## config.mk

```make
export PLATFORM = sky130hd
export DESIGN_NAME = dvp_tx_generator
export DESIGN_NICKNAME = d
export VERILOG_FILES = /design/src/rtl/dvp_tx_generator.sv
export SDC_FILE = /design/constraint.sdc
export NUM_CORES = 1
export LEC_CHECK = 0
export CAP_MARGIN = 25
export CORE_AREA = 2 2 100 102
export CTS_BUF_LIST = sky130_fd_sc_hd__clkbuf_8 sky130_fd_sc_hd__clkbuf_16
export DETAILED_ROUTE_END_ITERATION = 10
export DIE_AREA = 0 0 102 104
export HOLD_SLACK_MARGIN = 0.1
export PLACE_DENSITY = 0.48
export SYNTH_ARGS = -nofsm -noshare
export SYNTH_HDL_FRONTEND = slang
export SYNTH_SLANG_ARGS = --single-unit
```

## constraint.sdc

```tcl
create_clock -name clk -period 5.4 [get_ports clk]
set_input_delay 1.35 -clock clk [delete_from_list [all_inputs] [get_ports clk]]
set_output_delay 1.35 -clock clk [all_outputs]
set_load 0.005 [all_outputs]
```

## src/rtl/dvp_tx_generator.sv

```systemverilog
// ---------------------------------------------------------------------------
// dvp_tx_generator
// Camera-side DVP transmitter. Takes an RGB565 pixel stream (valid/ready)
// and produces DVP timing (PCLK, VSYNC, HREF, HSYNC, D) with the high byte
// of each pixel sent first. Used as an on-chip camera emulator and as a
// loopback source for the DVP receive path.
//
// Ports
//   clk           in   system clock
//   rst           in   asynchronous, active-high reset
//   tx_en_i       in   enable frame generation (sampled at frame boundaries)
//   pxl_i         in   RGB565 pixel
//   pxl_vld_i     in   pixel valid
//   pxl_rdy_o     out  pixel ready, one clk wide, once per active pixel slot
//   dvp_pclk_o    out  pixel clock, clk / PCLK_DIV, 50% duty
//   dvp_d_o       out  pixel byte, 0 outside HREF
//   dvp_href_o    out  line-active qualifier
//   dvp_vsync_o   out  frame sync, active high
//   dvp_hsync_o   out  high during the horizontal blanking ticks of each line
//   frame_done_o  out  one-clk pulse on the last blanking tick of the frame
//   underrun_o    out  sticky: a pixel was missing in an active slot
//   busy_o        out  high whenever the generator is not idle
// ---------------------------------------------------------------------------
module dvp_tx_generator #(
  parameter int DVP_DATA_W  = 8,
  parameter int RGB_PXL_W   = 16,
  parameter int FRAME_W     = 640,
  parameter int FRAME_H     = 480,
  parameter int HBLANK      = 144,
  parameter int VSYNC_LINES = 3,
  parameter int VBP_LINES   = 17,
  parameter int VFP_LINES   = 10,
  parameter int PCLK_DIV    = 4
) (
  input  logic                  clk,
  input  logic                  rst,
  input  logic                  tx_en_i,
  input  logic [RGB_PXL_W-1:0]  pxl_i,
  input  logic                  pxl_vld_i,
  output logic                  pxl_rdy_o,
  output logic                  dvp_pclk_o,
  output logic [DVP_DATA_W-1:0] dvp_d_o,
  output logic                  dvp_href_o,
  output logic                  dvp_vsync_o,
  output logic                  dvp_hsync_o,
  output logic                  frame_done_o,
  output logic                  underrun_o,
  output logic                  busy_o
);

  localparam int ACT_BYTES = 2 * FRAME_W;
  localparam int LINE      = ACT_BYTES + HBLANK;
  localparam int COL_W     = $clog2(LINE);
  localparam int MAX_A     = (VSYNC_LINES > VBP_LINES) ? VSYNC_LINES : VBP_LINES;
  localparam int MAX_B     = (FRAME_H > VFP_LINES) ? FRAME_H : VFP_LINES;
  localparam int MAX_LINES = (MAX_A > MAX_B) ? MAX_A : MAX_B;
  localparam int LN_W      = (MAX_LINES > 1) ? $clog2(MAX_LINES) : 1;
  localparam int DIV_W     = $clog2(PCLK_DIV);

  localparam logic [COL_W-1:0] COL_LAST = COL_W'(LINE - 1);
  localparam logic [COL_W-1:0] ACT_END  = COL_W'(ACT_BYTES);
  localparam logic [COL_W-1:0] COL_ONE  = COL_W'(1);
  localparam logic [LN_W-1:0]  LN_ONE   = LN_W'(1);
  localparam logic [LN_W-1:0]  VFP_LAST = LN_W'(VFP_LINES - 1);
  localparam logic [DIV_W-1:0] DIV_LAST = DIV_W'(PCLK_DIV - 1);
  localparam logic [DIV_W-1:0] DIV_HALF = DIV_W'(PCLK_DIV / 2);
  localparam logic [DIV_W-1:0] DIV_ONE  = DIV_W'(1);

  typedef enum logic [2:0] {S_IDLE, S_VSYNC, S_VBP, S_ACTIVE, S_VFP} state_t;

  state_t                  state_q, state_d;
  logic [COL_W-1:0]        col_q, col_d;
  logic [LN_W-1:0]         line_q, line_d, line_last;
  logic [DIV_W-1:0]        div_q, div_d;
  logic                    pclk_q, pclk_d;
  logic                    href_q, href_d;
  logic                    vsync_q, vsync_d;
  logic                    hsync_q, hsync_d;
  logic [DVP_DATA_W-1:0]   d_q, d_d;
  logic [DVP_DATA_W-1:0]   lo_q, lo_d;
  logic                    done_q, done_d;
  logic                    under_q, under_d;
  logic                    tick;
  logic                    slot_href;

  // Pixel clock divider: free running in every state. The tick is the last
  // divider count, so registered DVP outputs change together with the PCLK
  // falling edge and are stable at the following rising edge.
  always_comb begin
    tick   = (div_q == DIV_LAST);
    div_d  = tick ? '0 : div_q + DIV_ONE;
    pclk_d = (div_d >= DIV_HALF);
  end

  // State register (also holds all output registers)
  always_ff @(posedge clk or posedge rst) begin
    if (rst) begin
      state_q <= S_IDLE;
      col_q   <= '0;
      line_q  <= '0;
      div_q   <= '0;
      pclk_q  <= 1'b0;
      href_q  <= 1'b0;
      vsync_q <= 1'b0;
      hsync_q <= 1'b0;
      d_q     <= '0;
      lo_q    <= '0;
      done_q  <= 1'b0;
      under_q <= 1'b0;
    end else begin
      state_q <= state_d;
      col_q   <= col_d;
      line_q  <= line_d;
      div_q   <= div_d;
      pclk_q  <= pclk_d;
      href_q  <= href_d;
      vsync_q <= vsync_d;
      hsync_q <= hsync_d;
      d_q     <= d_d;
      lo_q    <= lo_d;
      done_q  <= done_d;
      under_q <= under_d;
    end
  end

  // Next-state logic. state/col/line describe the slot currently on the
  // DVP pins; on a tick they advance to the slot being launched.
  always_comb begin
    state_d = state_q;
    col_d   = col_q;
    line_d  = line_q;
    case (state_q)
      S_VSYNC:  line_last = LN_W'(VSYNC_LINES - 1);
      S_VBP:    line_last = LN_W'(VBP_LINES - 1);
      S_ACTIVE: line_last = LN_W'(FRAME_H - 1);
      S_VFP:    line_last = VFP_LAST;
      default:  line_last = '0;
    endcase
    if (tick) begin
      if (state_q == S_IDLE) begin
        if (tx_en_i) begin
          state_d = S_VSYNC;
          col_d   = '0;
          line_d  = '0;
        end
      end else if (col_q != COL_LAST) begin
        col_d = col_q + COL_ONE;
      end else begin
        col_d = '0;
        if (line_q != line_last) begin
          line_d = line_q + LN_ONE;
        end else begin
          line_d = '0;
          case (state_q)
            S_VSYNC:  state_d = (VBP_LINES > 0) ? S_VBP : S_ACTIVE;
            S_VBP:    state_d = S_ACTIVE;
            S_ACTIVE: state_d = S_VFP;
            S_VFP:    state_d = tx_en_i ? S_VSYNC : S_IDLE;
            default:  state_d = S_IDLE;
          endcase
        end
      end
    end
  end

  // Output logic. Everything is launched from the slot being entered, so
  // the first VSYNC slot appears on the same tick that leaves IDLE.
  always_comb begin
    slot_href = (state_d == S_ACTIVE) && (col_d < ACT_END);
    pxl_rdy_o = tick && slot_href && !col_d[0];
    href_d    = href_q;
    vsync_d   = vsync_q;
    hsync_d   = hsync_q;
    d_d       = d_q;
    lo_d      = lo_q;
    done_d    = 1'b0;
    under_d   = under_q;
    if (tick) begin
      href_d  = slot_href;
      vsync_d = (state_d == S_VSYNC);
      hsync_d = (state_d != S_IDLE) && (col_d >= ACT_END);
      done_d  = (state_d == S_VFP) && (col_d == COL_LAST) && (line_d == VFP_LAST);
      if (state_d == S_VSYNC && state_q != S_VSYNC) under_d = 1'b0;
      if (!slot_href) begin
        d_d = '0;
      end else if (!col_d[0]) begin
        // Even slot: the pixel handshake happens now; a missing pixel is
        // replaced by zeros for both of its bytes.
        if (pxl_vld_i) begin
          {d_d, lo_d} = pxl_i;
        end else begin
          d_d     = '0;
          lo_d    = '0;
          under_d = 1'b1;
        end
      end else begin
        d_d = lo_q;
      end
    end
  end

  assign dvp_pclk_o   = pclk_q;
  assign dvp_d_o      = d_q;
  assign dvp_href_o   = href_q;
  assign dvp_vsync_o  = vsync_q;
  assign dvp_hsync_o  = hsync_q;
  assign frame_done_o = done_q;
  assign underrun_o   = under_q;
  assign busy_o       = (state_q != S_IDLE);

endmodule
```

Yosys cells after proc, flatten, opt, wreduce, memory -nomap -nowiden
Cells that the tools add are included.

cells by class
  add/sub/neg operators = 3
  order comparisons = 3
  equality and inequality tests = 13
  multiplexer cells = 27
  bitwise logic cells = 1
  reductions and logical operators = 12

operators by type and width
  cell                                                             count
  9-bit two-way mux                                                5
  11-bit two-way mux                                               4
  9-bit case mux with 4 select lines                               1
  8-bit two-way mux                                                4
  3-bit two-way mux                                                5
  3-bit case mux with 4 select lines                               1
  11-bit by 1-bit adder with 11-bit output, second input constant  1
  11-bit == test, second input constant                            1
  11-bit >= comparator, second input constant                      1
  11-bit < comparator, second input constant                       1
  11-bit != test, second input constant                            1
  9-bit by 1-bit adder with 9-bit output, second input constant    1
  3-bit by 2-bit == test with 1-bit output, second input constant  3
  9-bit by 4-bit == test with 1-bit output, second input constant  1
  9-bit != test                                                    1
  1-bit logical AND                                                7
  3-bit by 1-bit == test with 1-bit output, second input constant  2
  3-bit == test, second input constant                             2
  1-bit two-way mux                                                6
  3-bit nonzero test                                               2
  3-bit zero test                                                  1
  3-bit by 1-bit != test with 1-bit output, second input constant  1
  3-bit AND reduction                                              1
  2-bit by 1-bit adder with 2-bit output, second input constant    1
  other kinds (5)                                                  5

storage, ports and cells
  flip-flop bits (word level) = 47
  bits of input ports = 20
  output and inout bits = 16

Longest topological paths before layout
  depth in word-level cells = 13
  mapped depth = 12
  depth with buffers taken out = 10

Least setup slack after synthesis
No wires, ideal clock.

  kind = flip-flop to output port
  start = reg col_q[5]
  end = out pxl_rdy_o
  arrival time = 3.024 ns
  required time = 4.050 ns
  setup slack = 1.026 ns
  stages on the path, launching flop included = 11
  path buffers = 3
  path through = dfrtp_1 > or4b_4 > or3_1 > buf_2 > a211oi_2 > and3_1 > buf_4 > mux2_2 > or2_4 > nor4b_2 > buf_6

on the way
  cells in the longest elaborated chain, start to end = 8
  elaborated cells on any way between the ends = 15
  those cells by class = 1 x add/sub; 1 x order compare; 2 x eq/ne; 7 x mux; 4 x reduce/logical

RTL lines
  element                                   RTL line  RTL
  start: declaration                        72        logic [COL_W-1:0] col_q, col_d;
  start signal: assignment                  112       col_q <= col_d;
  11-bit != test                            146       end else if (col_q != COL_LAST) begin
  3-bit two-way mux                         146
  3-bit two-way mux                         140       if (state_q == S_IDLE) begin
  3-bit two-way mux                         139       if (tick) begin
  net state_d[2]                            71        state_t state_q, state_d;
  3-bit by 2-bit == test with 1-bit output  169       slot_href = (state_d == S_ACTIVE) && (col_d < ACT_END);
  1-bit logical AND                         169
  1-bit logical AND (2 in series)           170       pxl_rdy_o = tick && slot_href && !col_d[0];
  end: declaration                          40        output logic pxl_rdy_o,

The timed path passes the listed nets, and every way through them passes these cells.

Final worst setup path
Same ends and word-level chain as after synthesis.

==> results_dict.tcl <==
set metrics [dict create \
    status "finished clean" \
    ant_nets 0 \
    period_share_pct 95.9 \
    antenna_found_initial 0 \
    synth_top_area_cell "dfrtp_1" \
    initial_core_util_pct 29.3 \
    setup.worst_path.start_class "flop" \
    root_buffer "clkbuf_8" \
    rr_worst_depth 9 \
    setup-tns-final_ps 0 \
    min_path_cells 1 \
    cts_setup_buffers 0 \
    placedCellCount 467 \
    synthesis.nets 325 \
    worstHoldStart "div_q[0]" \
    crit_type "reg -> out" \
    ios 36 \
    cp_data_required_time_ps 4050 \
    pwr-share-clk_pct 37.8 \
    yosys_warnings 0 \
    hpwlAfterDp_mm 5.44 \
    switching_share_pct 24.3 \
    wl_per_cell_um 16.0 \
    min_to "div_q[0]" \
    port_buffers 35 \
    slew_headroom_pct 39.5 \
    skew_ps 7.08 \
    leakage_uw 0.00141 \
    setup_viol 0 \
    synth_top_family_by_area "compound AO/OA/AOI/OAI gates" \
    core-area_mm2 0.00955 \
    crit_path_end_kind "primary output" \
    synth_xor_area_share_pct 0.626 \
    hold_viol 0 \
    vias 2464 \
    synth_compound_area_share_pct 24.3 \
    power_frac_seq_pct 58.1 \
    synth-simple-area-share_pct 22.7 \
    p_int_uw 449 \
    power.density_mw_per_mm2 173 \
    synth_top_area_share_pct 41.1 \
    nets 364 \
    postSynthCellCount 302 \
    max-cap-violations 0 \
    period_needed_ps 5180 \
    rsz0062_at_grt "false" \
    rrSetupSlack_ps 1900 \
    synthMuxAreaShare_pct 3.98 \
    yosysUniqueCellTypes 62 \
    synth_commonest_cells "46 x dfrtp_1, 26 x nand2_1, 25 x o21ai_0" \
    die_x_um 102 \
    clk_pin_slew_ps 90 \
    clock_latency_ps 310 \
    remaining_drc_errors 0 \
    worstHoldPathType "reg -> reg" \
    drive_gt1_share_pct 12.3 \
    ys_ff_latch 46 \
    viasPerCell 5.19 \
    routed_wl_mm 7.60 \
    numCtsBuffers 5 \
    combinationalPowerShare_pct 4.2 \
    gp_congestion 0.860 \
    worst_pin_slew_ps 900 \
    vdd_drop_max_uv 81.9 \
    maxSlewViolCount 0 \
    area_growth_pct 22.5 \
    p_sw_uw 144 \
    cts_tree "built" \
    yosys-top-cells-area "dfrtp_1 41%, o21ai_0 4.5%, o2bb2ai_2 3.8%" \
    overflow 0 \
    cts_sinks 46 \
    synthAdderAreaFrac_pct 1.34 \
    synth_edf_count 0 \
    diodes 0 \
    drt_first_pass_iters 6 \
    cts.htree.levels 2 \
    yosysSeqAreaShare_pct 41.1 \
    fillCellCount 1010 \
    cts.path.max_buffers 2 \
    fin_cells 475 \
    synthFlopType "dfrtp_1" \
    die_y_um 104 \
    first_iter_violations 118 \
    grt_pass1_wl_mm 12.5 \
    syn_area_mm2 0.00280 \
    die-area_mm2 0.0106 \
    regToRegEndpoint "lo_q[7]" \
    critPathMaxFanout 7 \
    grt_pass1_vias 2510 \
    synth.avg_cell_area_um2 9.27 \
    yosysMostFrequentCell "dfrtp_1" \
    r2r-start "col_q[5]" \
    grt_max_degree 47 \
    track_usage_pct 14.9 \
    async_reset_ff_share_pct 100 \
    cp.arrival_ps 3830 \
    rows 36 \
    fmax_ghz 0.193 \
]
## worst max-delay path by stage
| stage | from | endpoint | cells past startpoint |
|---|---|---|---|
| after CTS | col_q[5] | pxl_rdy_o | 8 |
| after floorplan | col_q[5] | pxl_rdy_o | 10 |
| after global routing | col_q[5] | pxl_rdy_o | 8 |
| after detailed placement | tx_en_i | pxl_rdy_o | 6 |
| after global placement | tx_en_i | pxl_rdy_o | 6 |
| final | col_q[5] | pxl_rdy_o | 8 |
## power groups by stage
stage          sequential [µW]  clock, µW  combinational [µW]
2_1_floorplan              351          0                7.52
4_1_cts                    344        237                25.6
6_report                   344        224                24.7
3_5_place_dp               351          0                25.7
5_1_grt                    344        250                27.7
3_3_place_gp               351          0                25.8
## cell type report
| class | count | area (µm²) | share of cell area [%] |
|---|---|---|---|
| clock inverter | 3 | 21.3 | 0.620 |
| tap | 133 | 166 | 4.85 |
| sequential | 46 | 1150 | 33.6 |
| multi-input combinational | 218 | 1490 | 43.5 |
| clock buffer | 5 | 68.8 | 2.01 |
| timing repair buffer | 48 | 448 | 13.1 |
| inverter | 22 | 82.6 | 2.41 |
## critical path, stage by stage (launching register included)
cell and delay [ps]:
dfrtp_1 440, or4b_4 570, or3_1 410, a211oi_2 220
and3_2 280, mux2_2 390, or2_4 280, nor4b_2 370
clkdlybuf4s50_1 570
## per-layer routing
metal  vias to the layer above  wire length [µm]  track usage [%]
met5                         -                 0                0
met4                         0                74             4.10
met3                         8               378             2.96
met2                        69              3540             23.6
met1                      1180              3610             20.4
li1                       1207                 -                -
## stage by stage
step           instance area [µm²]  total power [µW]  worst slack, ps  utilization, %  hold slack, ps
5_1_grt                       3430               622             34.4            35.9             449
3_5_place_dp                  3340               377              328            34.9             418
6_report                      3430               593              224            35.9             425
4_1_cts                       3430               607              148            35.9             432
2_1_floorplan                 2800               359             1030               -             401
3_3_place_gp                  3340               377              329            34.9             412
## cells in the final DEF, fill, tap and decap left out, drive strengths merged, types with 5 or more instances in the layout
cell / count
dfrtp: 46
nand4: 6
clkbuf: 5
o2bb2ai: 9
buf: 13
nand2: 26
nand3: 9
inv: 21
nor2b: 5
mux2i: 10
clkdlybuf4s50: 35
a21oi: 17
o21ai: 26
nor3: 10
a31oi: 5
nor2: 7
and3: 12
o31ai: 5
## cell families after synthesis
| group | Yosys count |
|---|---|
| AND/OR/NAND/NOR | 109 |
| AO/OA/AOI/OAI | 93 |
| XOR/XNOR | 2 |
| buffers and inverters | 38 |
| multiplexers | 11 |
| flip-flops | 46 |
| adder cells (fa/ha/maj) | 3 |
## sequential cells by signal (all words and copies together), names as in the netlist
signal	cells
dvp_vsync_o	1
dvp_d_o	8
dvp_href_o	1
frame_done_o	1
underrun_o	1
dvp_hsync_o	1
lo_q	8
line_q	9
div_q	2
col_q	11
state_q	3
## repair_timing
item,in CTS,in global routing
setup endpoints to repair,0,1
gates resized for setup,0,1
hold buffers,0,0
Power figures use the tool's default switching activity.
